--- src/rtl/spi_pkg.sv ---
// -----------------------------------------------------------------------------
// spi_pkg
// Shared types and limits for the parametrised SPI master and its helpers.
//   spi_state_e : transfer FSM states (IDLE, SETUP, XFER, HOLD, DONE)
//   spi_mode_t  : SPI mode pair {cpol, cpha}
//   MAX_DATA_W / MAX_NUM_CS : upper bounds used to validate parameters
// -----------------------------------------------------------------------------
package spi_pkg;

    localparam int MAX_DATA_W = 32;
    localparam int MAX_NUM_CS = 16;

    typedef enum logic [2:0] {
        IDLE  = 3'd0,
        SETUP = 3'd1,
        XFER  = 3'd2,
        HOLD  = 3'd3,
        DONE  = 3'd4
    } spi_state_e;

    typedef struct packed {
        logic cpol;
        logic cpha;
    } spi_mode_t;

endpackage

--- src/rtl/spi_master_param_if.sv ---
// -----------------------------------------------------------------------------
// spi_master_param_if
// Host handshake plus SPI pin bundle for spi_master_param.
//   Host side : start, tx_data, cs_sel, clk_div, cpol, cpha -> busy, done, rx_data
//   Pin side  : miso -> sclk, mosi, cs_n
// Optional macro SPI_LSB_FIRST_EN adds the lsb_first configuration input.
// modport master : the SPI master's view; modport slave : the opposite view.
// -----------------------------------------------------------------------------
interface spi_master_param_if #(
    parameter int DATA_W = 8,
    parameter int NUM_CS = 4,
    parameter int DIV_W  = 8
);
    localparam int CS_W = (NUM_CS > 1) ? $clog2(NUM_CS) : 1;

    logic              start;
    logic [DATA_W-1:0] tx_data;
    logic [CS_W-1:0]   cs_sel;
    logic [DIV_W-1:0]  clk_div;
    logic              cpol;
    logic              cpha;
`ifdef SPI_LSB_FIRST_EN
    logic              lsb_first;
`endif
    logic              miso;
    logic              busy;
    logic              done;
    logic [DATA_W-1:0] rx_data;
    logic              sclk;
    logic              mosi;
    logic [NUM_CS-1:0] cs_n;

`ifdef SPI_LSB_FIRST_EN
    modport master (
        input  start, tx_data, cs_sel, clk_div, cpol, cpha, lsb_first, miso,
        output busy, done, rx_data, sclk, mosi, cs_n
    );
    modport slave (
        output start, tx_data, cs_sel, clk_div, cpol, cpha, lsb_first, miso,
        input  busy, done, rx_data, sclk, mosi, cs_n
    );
`else
    modport master (
        input  start, tx_data, cs_sel, clk_div, cpol, cpha, miso,
        output busy, done, rx_data, sclk, mosi, cs_n
    );
    modport slave (
        output start, tx_data, cs_sel, clk_div, cpol, cpha, miso,
        input  busy, done, rx_data, sclk, mosi, cs_n
    );
`endif

endinterface

--- src/rtl/spi_clk_tick.sv ---
// -----------------------------------------------------------------------------
// spi_clk_tick
// Reloadable down-counter producing a one-cycle tick every i_div+1 enabled
// cycles. Reusable for SCLK generation and for slave-side oversampling.
//   clk, reset : system clock, synchronous active-high reset
//   i_load     : force-load the counter with i_div (priority over i_en)
//   i_en       : count enable; the counter reloads from i_div when it ticks
//   i_div      : reload value
//   o_tick     : high for one cycle while enabled and the count is zero
// -----------------------------------------------------------------------------
module spi_clk_tick #(
    parameter int DIV_W = 8
) (
    input  logic             clk,
    input  logic             reset,
    input  logic             i_load,
    input  logic             i_en,
    input  logic [DIV_W-1:0] i_div,
    output logic             o_tick
);
    localparam logic [DIV_W-1:0] CNT_ONE = DIV_W'(1);

    logic [DIV_W-1:0] r_cnt;

    assign o_tick = i_en & (r_cnt == '0);

    // Down-counter: load, reload on zero, otherwise decrement while enabled.
    always_ff @(posedge clk) begin
        if (reset) begin
            r_cnt <= '0;
        end else if (i_load) begin
            r_cnt <= i_div;
        end else if (i_en) begin
            if (r_cnt == '0) begin
                r_cnt <= i_div;
            end else begin
                r_cnt <= r_cnt - CNT_ONE;
            end
        end else begin
            r_cnt <= r_cnt;
        end
    end

endmodule

--- src/rtl/spi_master_param.sv ---
// -----------------------------------------------------------------------------
// spi_master_param
// Parametrised SPI master: runtime CPOL/CPHA, programmable SCLK divider,
// DATA_W-bit transfers, one-hot active-low chip selects for NUM_CS slaves.
//   clk, reset : system clock, synchronous active-high reset
//   bus        : spi_master_param_if.master (host handshake + SPI pins)
// Optional macro SPI_LSB_FIRST_EN: adds bus.lsb_first, latched on start;
// when set, bit 0 goes out first and rx_data is returned in natural order.
// The interface instance must carry the same DATA_W/NUM_CS/DIV_W values.
// -----------------------------------------------------------------------------
module spi_master_param
    import spi_pkg::*;
#(
    parameter int DATA_W = 8,
    parameter int NUM_CS = 4,
    parameter int DIV_W  = 8
) (
    input  logic               clk,
    input  logic               reset,
    spi_master_param_if.master bus
);
    localparam int CS_W   = (NUM_CS > 1) ? $clog2(NUM_CS) : 1;
    localparam int EDGE_W = $clog2(2 * DATA_W);
    localparam logic [EDGE_W-1:0] LAST_EDGE = EDGE_W'(2 * DATA_W - 1);
    localparam logic [EDGE_W-1:0] EDGE_ONE  = EDGE_W'(1);

    // Reject out-of-range parameters at elaboration.
    if (DATA_W < 2 || DATA_W > MAX_DATA_W) begin : g_bad_data_w
        $error("spi_master_param: DATA_W out of range");
    end
    if (NUM_CS < 1 || NUM_CS > MAX_NUM_CS) begin : g_bad_num_cs
        $error("spi_master_param: NUM_CS out of range");
    end

    // Active-low one-hot decode; selects beyond NUM_CS leave every line high.
    function automatic logic [NUM_CS-1:0] cs_decode(input logic [CS_W-1:0] sel);
        logic [NUM_CS-1:0] v;
        for (int i = 0; i < NUM_CS; i++) begin
            v[i] = (sel != CS_W'(i));
        end
        return v;
    endfunction

    function automatic logic next_bit(input logic [DATA_W-1:0] sh, input logic lsb);
        return lsb ? sh[0] : sh[DATA_W-1];
    endfunction

    function automatic logic [DATA_W-1:0] shift_out(input logic [DATA_W-1:0] sh, input logic lsb);
        return lsb ? {1'b0, sh[DATA_W-1:1]} : {sh[DATA_W-2:0], 1'b0};
    endfunction

    // LSB-first words fill from the top so the final word is in natural order.
    function automatic logic [DATA_W-1:0] shift_in(input logic [DATA_W-1:0] sh, input logic lsb,
                                                   input logic b);
        return lsb ? {b, sh[DATA_W-1:1]} : {sh[DATA_W-2:0], b};
    endfunction

    spi_state_e        r_state;
    spi_mode_t         r_mode;
    logic [DIV_W-1:0]  r_div;
    logic [DATA_W-1:0] r_tx_sh;
    logic [DATA_W-1:0] r_rx_sh;
    logic [EDGE_W-1:0] r_edge_cnt;
    logic              r_busy;
    logic              r_done;
    logic [DATA_W-1:0] r_rx_data;
    logic              r_sclk;
    logic              r_mosi;
    logic [NUM_CS-1:0] r_cs_n;

    logic              w_accept;
    logic              w_tick;
    logic              w_tick_en;
    logic [DIV_W-1:0]  w_div;
    logic              w_lsb_in;
    logic              w_lsb;
    logic              w_leading;
    logic              w_sample;
    logic              w_last_edge;

`ifdef SPI_LSB_FIRST_EN
    logic r_lsb;
    assign w_lsb_in = bus.lsb_first;
    assign w_lsb    = r_lsb;

    // Bit-order selection is latched with the rest of the configuration.
    always_ff @(posedge clk) begin
        if (reset) begin
            r_lsb <= 1'b0;
        end else if (w_accept) begin
            r_lsb <= bus.lsb_first;
        end else begin
            r_lsb <= r_lsb;
        end
    end
`else
    assign w_lsb_in = 1'b0;
    assign w_lsb    = 1'b0;
`endif

    assign w_accept    = bus.start & ((r_state == IDLE) | (r_state == DONE));
    assign w_tick_en   = (r_state == SETUP) | (r_state == XFER) | (r_state == HOLD);
    assign w_div       = w_accept ? bus.clk_div : r_div;
    // Even edge indices move sclk away from cpol (leading edges).
    assign w_leading   = (r_edge_cnt[0] == 1'b0);
    assign w_sample    = r_mode.cpha ? ~w_leading : w_leading;
    assign w_last_edge = (r_edge_cnt == LAST_EDGE);

    spi_clk_tick #(.DIV_W(DIV_W)) u_tick (
        .clk    (clk),
        .reset  (reset),
        .i_load (w_accept),
        .i_en   (w_tick_en),
        .i_div  (w_div),
        .o_tick (w_tick)
    );

    // Transfer FSM with registered outputs, shift registers and CS decode.
    always_ff @(posedge clk) begin
        if (reset) begin
            r_state    <= IDLE;
            r_mode     <= '0;
            r_div      <= '0;
            r_tx_sh    <= '0;
            r_rx_sh    <= '0;
            r_edge_cnt <= '0;
            r_busy     <= 1'b0;
            r_done     <= 1'b0;
            r_rx_data  <= '0;
            r_sclk     <= 1'b0;
            r_mosi     <= 1'b0;
            r_cs_n     <= '1;
        end else begin
            r_done <= 1'b0;
            case (r_state)
                IDLE, DONE: begin
                    r_sclk <= bus.cpol;
                    r_busy <= 1'b0;
                    r_cs_n <= '1;
                    if (bus.start) begin
                        r_state    <= SETUP;
                        r_busy     <= 1'b1;
                        r_cs_n     <= cs_decode(bus.cs_sel);
                        r_mode     <= '{cpol: bus.cpol, cpha: bus.cpha};
                        r_div      <= bus.clk_div;
                        r_edge_cnt <= '0;
                        r_rx_sh    <= '0;
                        // CPHA=0 presents the first bit before the first edge.
                        if (!bus.cpha) begin
                            r_mosi  <= next_bit(bus.tx_data, w_lsb_in);
                            r_tx_sh <= shift_out(bus.tx_data, w_lsb_in);
                        end else begin
                            r_tx_sh <= bus.tx_data;
                        end
                    end else begin
                        r_state <= IDLE;
                    end
                end
                SETUP: begin
                    if (w_tick) begin
                        r_state <= XFER;
                    end
                end
                XFER: begin
                    if (w_tick) begin
                        r_sclk     <= ~r_sclk;
                        r_edge_cnt <= r_edge_cnt + EDGE_ONE;
                        if (w_sample) begin
                            r_rx_sh <= shift_in(r_rx_sh, w_lsb, bus.miso);
                        end else if (!w_last_edge) begin
                            r_mosi  <= next_bit(r_tx_sh, w_lsb);
                            r_tx_sh <= shift_out(r_tx_sh, w_lsb);
                        end
                        if (w_last_edge) begin
                            r_state <= HOLD;
                        end
                    end
                end
                HOLD: begin
                    r_sclk <= r_mode.cpol;
                    if (w_tick) begin
                        r_state   <= DONE;
                        r_busy    <= 1'b0;
                        r_done    <= 1'b1;
                        r_rx_data <= r_rx_sh;
                        r_cs_n    <= '1;
                    end
                end
                default: begin
                    r_state <= IDLE;
                    r_busy  <= 1'b0;
                    r_cs_n  <= '1;
                end
            endcase
        end
    end

    assign bus.busy    = r_busy;
    assign bus.done    = r_done;
    assign bus.rx_data = r_rx_data;
    assign bus.sclk    = r_sclk;
    assign bus.mosi    = r_mosi;
    assign bus.cs_n    = r_cs_n;

endmodule

--- src/flat_wrapper.sv ---
// flat-port wrapper written by rule: the top's interface ports become plain ports
module spi_master_param_flat import spi_pkg::*;
#(
    parameter int DATA_W = 8,
    parameter int NUM_CS = 4,
    parameter int DIV_W  = 8
)
  (clk, reset, bus_start, bus_tx_data, bus_cs_sel, bus_clk_div, bus_cpol, bus_cpha, bus_miso, bus_busy, bus_done, bus_rx_data, bus_sclk, bus_mosi, bus_cs_n);
  spi_master_param_if #(.DATA_W(DATA_W), .NUM_CS(NUM_CS), .DIV_W(DIV_W)) bus_i ();
  input  logic clk;
  input  logic reset;
  input wire logic [$bits(bus_i.start)-1:0] bus_start;
  input wire logic [$bits(bus_i.tx_data)-1:0] bus_tx_data;
  input wire logic [$bits(bus_i.cs_sel)-1:0] bus_cs_sel;
  input wire logic [$bits(bus_i.clk_div)-1:0] bus_clk_div;
  input wire logic [$bits(bus_i.cpol)-1:0] bus_cpol;
  input wire logic [$bits(bus_i.cpha)-1:0] bus_cpha;
  input wire logic [$bits(bus_i.miso)-1:0] bus_miso;
  output wire logic [$bits(bus_i.busy)-1:0] bus_busy;
  output wire logic [$bits(bus_i.done)-1:0] bus_done;
  output wire logic [$bits(bus_i.rx_data)-1:0] bus_rx_data;
  output wire logic [$bits(bus_i.sclk)-1:0] bus_sclk;
  output wire logic [$bits(bus_i.mosi)-1:0] bus_mosi;
  output wire logic [$bits(bus_i.cs_n)-1:0] bus_cs_n;
  assign bus_i.start = bus_start;
  assign bus_i.tx_data = bus_tx_data;
  assign bus_i.cs_sel = bus_cs_sel;
  assign bus_i.clk_div = bus_clk_div;
  assign bus_i.cpol = bus_cpol;
  assign bus_i.cpha = bus_cpha;
  assign bus_i.miso = bus_miso;
  assign bus_busy = bus_i.busy;
  assign bus_done = bus_i.done;
  assign bus_rx_data = bus_i.rx_data;
  assign bus_sclk = bus_i.sclk;
  assign bus_mosi = bus_i.mosi;
  assign bus_cs_n = bus_i.cs_n;
  spi_master_param #(.DATA_W(DATA_W), .NUM_CS(NUM_CS), .DIV_W(DIV_W)) u_core (.clk(clk), .reset(reset), .bus(bus_i));
endmodule
--- config.mk ---
export PLATFORM = sky130hd
export DESIGN_NAME = spi_master_param_flat
export DESIGN_NICKNAME = d
export VERILOG_FILES = /design/src/rtl/spi_pkg.sv /design/src/rtl/spi_master_param_if.sv /design/src/rtl/spi_clk_tick.sv /design/src/rtl/spi_master_param.sv /design/src/flat_wrapper.sv
export SDC_FILE = /design/constraint.sdc
export NUM_CORES = 1
export LEC_CHECK = 0
export ABC_AREA = 1
export BUFFER_PORTS_ARGS = -buffer_cell sky130_fd_sc_hd__buf_2
export CORE_MARGIN = 4
export CORE_UTILIZATION = 35
export CTS_BUF_LIST = sky130_fd_sc_hd__clkbuf_16
export DETAILED_ROUTE_END_ITERATION = 7
export GPL_TIMING_DRIVEN = 1
export PLACE_DENSITY = 0.56
export SLEW_MARGIN = 15
export SYNTH_ARGS = -nofsm -noshare
export SYNTH_HDL_FRONTEND = slang
export SYNTH_SLANG_ARGS = --single-unit
--- constraint.sdc ---
create_clock -name clk -period 1.4 [get_ports clk]
set_input_delay 0.07 -clock clk [delete_from_list [all_inputs] [get_ports clk]]
set_output_delay 0.07 -clock clk [all_outputs]
set_load 0.05 [all_outputs]
---- After elaboration in Yosys (flattened, before gate mapping) ----
Index checks and enable logic that the tools add are counted.
cells by class
  order comparisons ....................... 0
  reductions and logical operators ........ 18
  multipliers ............................. 0
  $add $sub $neg .......................... 2
  div/mod/pow operators ................... 0
  bitwise gates (word level) .............. 9
  equality and inequality tests ........... 17
  mux-type cells .......................... 39
  shift operators ......................... 0
operator list
  cell                                               count
  2-to-1 mux 8 bit                                   12
  case mux 8 bit (2 select lines)                    2
  != test 2 bit (second input constant)              9
  2-to-1 mux 4 bit                                   4
  2-to-1 mux 3 bit                                   4
  case mux 3 bit (4 select lines)                    1
  case mux 4 bit (3 select lines)                    1
  2-to-1 mux 1 bit                                   11
  zero test 8 bit                                    1
  case mux 4 bit (2 select lines)                    1
  AND reduction 2 bit                                4
  AND reduction 4 bit                                2
  subtractor 8 x 1 -> 8 bit (second input constant)  1
  == test 3 x 2 -> 1 bit (second input constant)     2
  != test 2 x 1 -> 1 bit (second input constant)     3
  case mux 1 bit (3 select lines)                    2
  AND reduction 6 bit                                1
  nonzero test 2 bit                                 3
  OR reduction 2 bit                                 3
  AND reduction 5 bit                                1
  adder 4 x 1 -> 4 bit (second input constant)       1
  == test 4 bit (second input constant)              1
  inverter 1 bit                                     4
  == test 3 x 1 -> 1 bit (second input constant)     1
  other kinds (7)                                    10
word-level totals
  output and inout bits ................... 16
  memory bits (writable) .................. 0
  memory bits (read-only) ................. 0
  input port bits ......................... 24
  memories kept ........................... 0
  latch bits .............................. 0
  register bits ........................... 57
  logic and storage cells ................. 99

---- Longest topological paths before layout ----
  depth after elaboration ................. 7
  mapped depth ............................ 11
  gate-level depth less buffers ........... 10

---- Modules after synthesis ----
From an unflattened synthesis, not the netlist that was laid out.
unflattened totals
  cells, all modules ...................... 437
  area total of the unflattened synthesis .. 2935.3 µm²
modules (own cells, without submodules)
  module            area each (µm²)  sequential area each (µm²)  cells each  instances
  spi_master_param  2357.3           980.9                       348         1
  spi_clk_tick      578.1            160.2                       89          1

---- Worst setup path after synthesis ----
OpenSTA, ideal clock, no wires.
  kind .................................... reg2reg
  from .................................... reg u_core.u_tick.r_cnt[0]
  to ...................................... reg u_core.r_state[1]
  cell stages (with the launch flop) ...... 12
  period minus slack after synthesis ...... 1483 ps
  buffers on the path ..................... 1
  library setup time ...................... 128 ps
  required time ........................... 1272 ps
  data arrival time ....................... 1355 ps
  setup slack ............................. -83 ps
  cells stage by stage .................... dfxtp_1 > inv_1 > ha_1 > nand2_1 > inv_2 > nand2_2 > buf_6 > nand2_2 > nand2_1 > inv_1 > o21ai_0 > nor2_1
on the way
  cells in the longest elaborated chain, start to end .. 4
  elaborated cells between the ends (all ways) .. 6
  those cells by class .................... 3 x eq/ne; 1 x bitwise; 2 x reduce/logical
RTL lines
  item                               RTL line                 RTL
  from (decl)                        spi_clk_tick.sv:23       logic [DIV_W-1:0] r_cnt;
  from (signal assigned)             spi_clk_tick.sv:32       r_cnt <= i_div;
  from (signal assigned)             spi_clk_tick.sv:35       r_cnt <= i_div;
  from (signal assigned)             spi_clk_tick.sv:37       r_cnt <= r_cnt - CNT_ONE;
  zero test 8 bit (*)                spi_clk_tick.sv:25       assign o_tick = i_en & (r_cnt == '0);
  bitwise AND 1 bit (*)              spi_clk_tick.sv:25
  != test 2 bit (no line)            n/a
  AND reduction 4 bit (no line) (*)  n/a
  to (signal assigned)               spi_master_param.sv:121  r_state <= IDLE;
  to (signal assigned)               spi_master_param.sv:141  r_state <= SETUP;
  to (signal assigned)               spi_master_param.sv:156  r_state <= IDLE;
  to (decl)                          spi_master_param.sv:58   spi_state_e r_state;
Every way passes the cells marked *; elsewhere a longest branch is shown, timed or not.
A chain may end at the register's enable or synchronous reset.

---- Final worst setup path ----
  from .................................... reg u_core.r_edge_cnt[1]
  to ...................................... reg u_core.r_mosi, in the netlist u_core.bus.mosi
on the way
  cells in the longest elaborated chain, start to end .. 3
RTL lines
  item                           RTL line                 RTL
  from (decl)                    spi_master_param.sv:63   logic [EDGE_W-1:0] r_edge_cnt;
  from (signal assigned)         spi_master_param.sv:167  r_edge_cnt <= r_edge_cnt + EDGE_ONE;
  == test 4 bit                  spi_master_param.sv:107  assign w_last_edge = (r_edge_cnt == LAST_EDGE);
  != test 2 bit (no line)        n/a
  AND reduction 6 bit (no line)  n/a
  to (signal assigned)           spi_master_param.sv:150  r_mosi <= next_bit(bus.tx_data, w_lsb_in);
  to (signal assigned)           spi_master_param.sv:171  r_mosi <= next_bit(r_tx_sh, w_lsb);
  to (decl)                      spi_master_param.sv:68   logic r_mosi;
No other way between the ends.

==> summary.md <==
| Metric | Value |
|---|---|
| Setup Viol. Count Final | 0 |
| Antenna violations before repair | 0 |
| Syn Nets | 404 |
| Final WL | 6.98 mm |
| Post-Layout Cell Count | 566 |
| GPL Wtd Cong | 0.834 |
| Grt ovf | 0 |
| Total GRT Usage | 16.6% |
| Die Wd | 95.4 um |
| Critical Path RT | 1620 ps |
| Die height | 95.4 um |
| Part of the cycle the worst path needs | 99.3% |
| Hold_ws | 26.6 ps |
| ANT nets after route | 0 |
| CP max FO | 5 |
| Dpl hpwl | 4.80 mm |
| CP endpoint kind | register |
| Final Max Slew Viols | 0 |
| Top cells by area, synth | dfxtp_1, nand2_1, o21ai_0, nor2_1, a21oi_1 |
| H-tree levels | 3 |
| Path type of the worst setup path | register to register |
| YS warnings | 0 |
| Post-synth top area share | 42.7% |
| Peak VDD IR | 0.000950 V |
| Async set-reset flop share out of synthesis | 0% |
| EDFF count, synth | 0 |
| Final min period | 1390 ps |
| Critical-path cell list | ha_2 -> nand2_1 -> nor2_2 -> nor2_4 -> nand3_2 -> nand2_4 -> buf_4 -> a21oi_1 -> nor2_1 |
| IO Pins | 40 |
| CP startpoint kind | register |
| Global Route met1 Usage | 19.8% |
| CP arrival | 1610 ps |
| Seq/Total Area, Yosys | 42.7% |
| Post-synth cell types | 27 |
| Fmax achieved | 0.719 GHz |
| Ys flop type | dfxtp_1 |
| Top Usage Layer GRT | met2 |
| Root Buffer Master | clkbuf_16 |
| Largest net degree at the start of global routing | 26 |
| Cell area after synthesis | 2670 um^2 |
| Layout area overhead | 46.9% |
| Flop and latch count out of synthesis | 57 |
| Nets | 489 |
| Cell taking the most area after synthesis | dfxtp_1 |
| DP Cell Count | 543 |
| Initial DRC count | 81 |
| Worst min-delay path class | input pin to register |
| CP max stage cell | dfxtp_2 |
| # rows | 31 |
| Max incr delay on CP | 330 ps |
| Met2 usage in global routing | 27.6% |
| Clk Latency, worst-skew pair | 320 ps |
| Port Buffers | 39 |
| Core Region | 7330 um^2 |
| Initial Util | 36.5% |
| Met3 Resource Use GR | 5.60% |
| Max Root-Sink Buffers | 2 |
| TritonCTS Buffers | 9 |
| Layout cells sized above 1 | 36.4% |
| Global-route wire length before repair | 11.8 mm |
| Vias in the first global route | 2,626 |
| Via/cell ratio | 4.72 |
| TritonRoute pass-1 iters | 4 |
| Via count | 2,672 |
| R2r setup slk | 9 ps |
| Status | finished, final reports clean |
| CTS sink cnt | 57 |
| Diode count | 0 |
| Die area | 9100 um^2 |
| CTS tree | built |
| Max-Cap Viols | 0 |
| Relative slew margins | 83.2% |
| Residual DRC | 0 |
| Syn avg cell area | 7.09 um^2 |
| Synthesized instance count | 377 |
| RSZ-0062 raised after global routing | true |
| LEAKAGE | 0.00175 uW |
| Fin. Hold Viols | 0 |
| Routed wire per std cell | 12.3 um |
| Worst-path clk slew | 60 ps |
| Clk_skew | 5.66 ps |
| Worst-Margin Slew | 254 ps |
| PwrDens | 2280 nW/um^2 |
-- repair_timing --
| item | in CTS | in global routing |
|---|---|---|
| hold endpoints to repair | 1 | 0 |
| pin swaps | 5 | 13 |
| hold buffers | 1 | 0 |
| resized for setup | 21 | 76 |
| setup endpoints to repair | 43 | 42 |
| setup buffers | 4 | 2 |
-- final timing paths --
path                                startpoint                            to  depth (start not counted)
max          u_core.r_edge_cnt[1]$_SDFFE_PP0P_  u_core.bus.mosi$_SDFFE_PP0P_                          9
min                             bus_clk_div[3]  u_core.r_div[3]$_SDFFE_PP0N_                          3
max reg2reg  u_core.r_edge_cnt[1]$_SDFFE_PP0P_  u_core.bus.mosi$_SDFFE_PP0P_                          9
min reg2reg       u_core.r_div[3]$_SDFFE_PP0N_  u_core.r_div[3]$_SDFFE_PP0N_                          2
-- metrics by stage --
stage          cell area (um^2)  util [%]  total power, uW  TNS (ps)  setup slack [ps]
2_1_floorplan              2690         -             4480         0              13.9
3_3_place_gp               3260      44.5             5700     -1190             -60.8
3_5_place_dp               3260      44.5             5720     -2110              -115
4_1_cts                    3650      49.8             8160         0              3.52
5_1_grt                    3930      53.6             9590     -1090             -78.2
6_report                   3930      53.6             8940         0              9.45
-- worst max-delay path: cells and delay by family, from the launching register on --
kind | cells | cell delay [ps]
simple gates | 6 | 510
flops | 1 | 330
fa+ha+maj | 1 | 170
buf+inv | 1 | 160
compound gates | 1 | 110
-- area by class of cell --
| type | count | area (um^2) |
|---|---|---|
| Fill cell | 704 | 3400 |
| Multi-Input combinational cell | 270 | 1570 |
| Sequential cell | 57 | 1150 |
| Timing Repair Buffer | 89 | 637 |
| Clock buffer | 9 | 225 |
| Inverter | 35 | 149 |
| Tap cell | 99 | 124 |
| Clock inverter | 7 | 77.6 |
-- per-layer routing --
layer	vias up	routed length, um
met5	-	0
met4	0	122
met3	11	286
met2	39	3410
met1	1222	3170
li1	1400	-
-- cells in the final DEF, fill, tap and decap left out, types with 9 or more instances in the layout --
cell,count
nand2_1,69
dfxtp_1,51
nor2_1,43
buf_4,40
buf_2,39
a21oi_1,27
nand3_1,24
inv_1,22
o21ai_0,21
o21ai_1,17
nor2_4,9
clkbuf_16,9
-- state kept, by name, indices dropped and copies added (netlist names) --
name / flops
u_core.bus.rx_data: 8
u_core.r_div: 8
u_core.r_rx_sh: 8
u_core.r_tx_sh: 8
u_core.u_tick.r_cnt: 8
u_core.bus.cs_n: 4
u_core.r_edge_cnt: 4
u_core.r_state: 3
u_core.r_mode: 2
u_core.bus.busy: 1
u_core.bus.done: 1
u_core.bus.mosi: 1
u_core.bus.sclk: 1
-- cell usage after synthesis, types with 5 or more instances --
| cell | number |
|---|---|
| inv_1 | 29 |
| dfxtp_1 | 57 |
| inv_2 | 6 |
| clkbuf_1 | 6 |
| nand3_1 | 27 |
| nand2_2 | 5 |
| o21ai_0 | 39 |
| nor2_1 | 51 |
| nand2_1 | 77 |
| a21oi_1 | 33 |
| mux2i_1 | 6 |
| nor3_1 | 5 |
-- kinds of logic after synthesis --
group | Yosys count | share of synthesized area [%]
flops | 57 | 42.7
xor+xnor | 5 | 1.64
simple gates | 176 | 28.3
compound gates | 80 | 15.3
fa+ha+maj | 3 | 1.40
mux | 6 | 2.25
buf+inv | 50 | 8.42
-- power by group --
part           leakage [uW]  internal [uW]  switching, uW
registers          0.000468           1940            210
clock network      0.000148           1390            798
logic               0.00113           1930           2670
(Power assumes the default switching activity.)
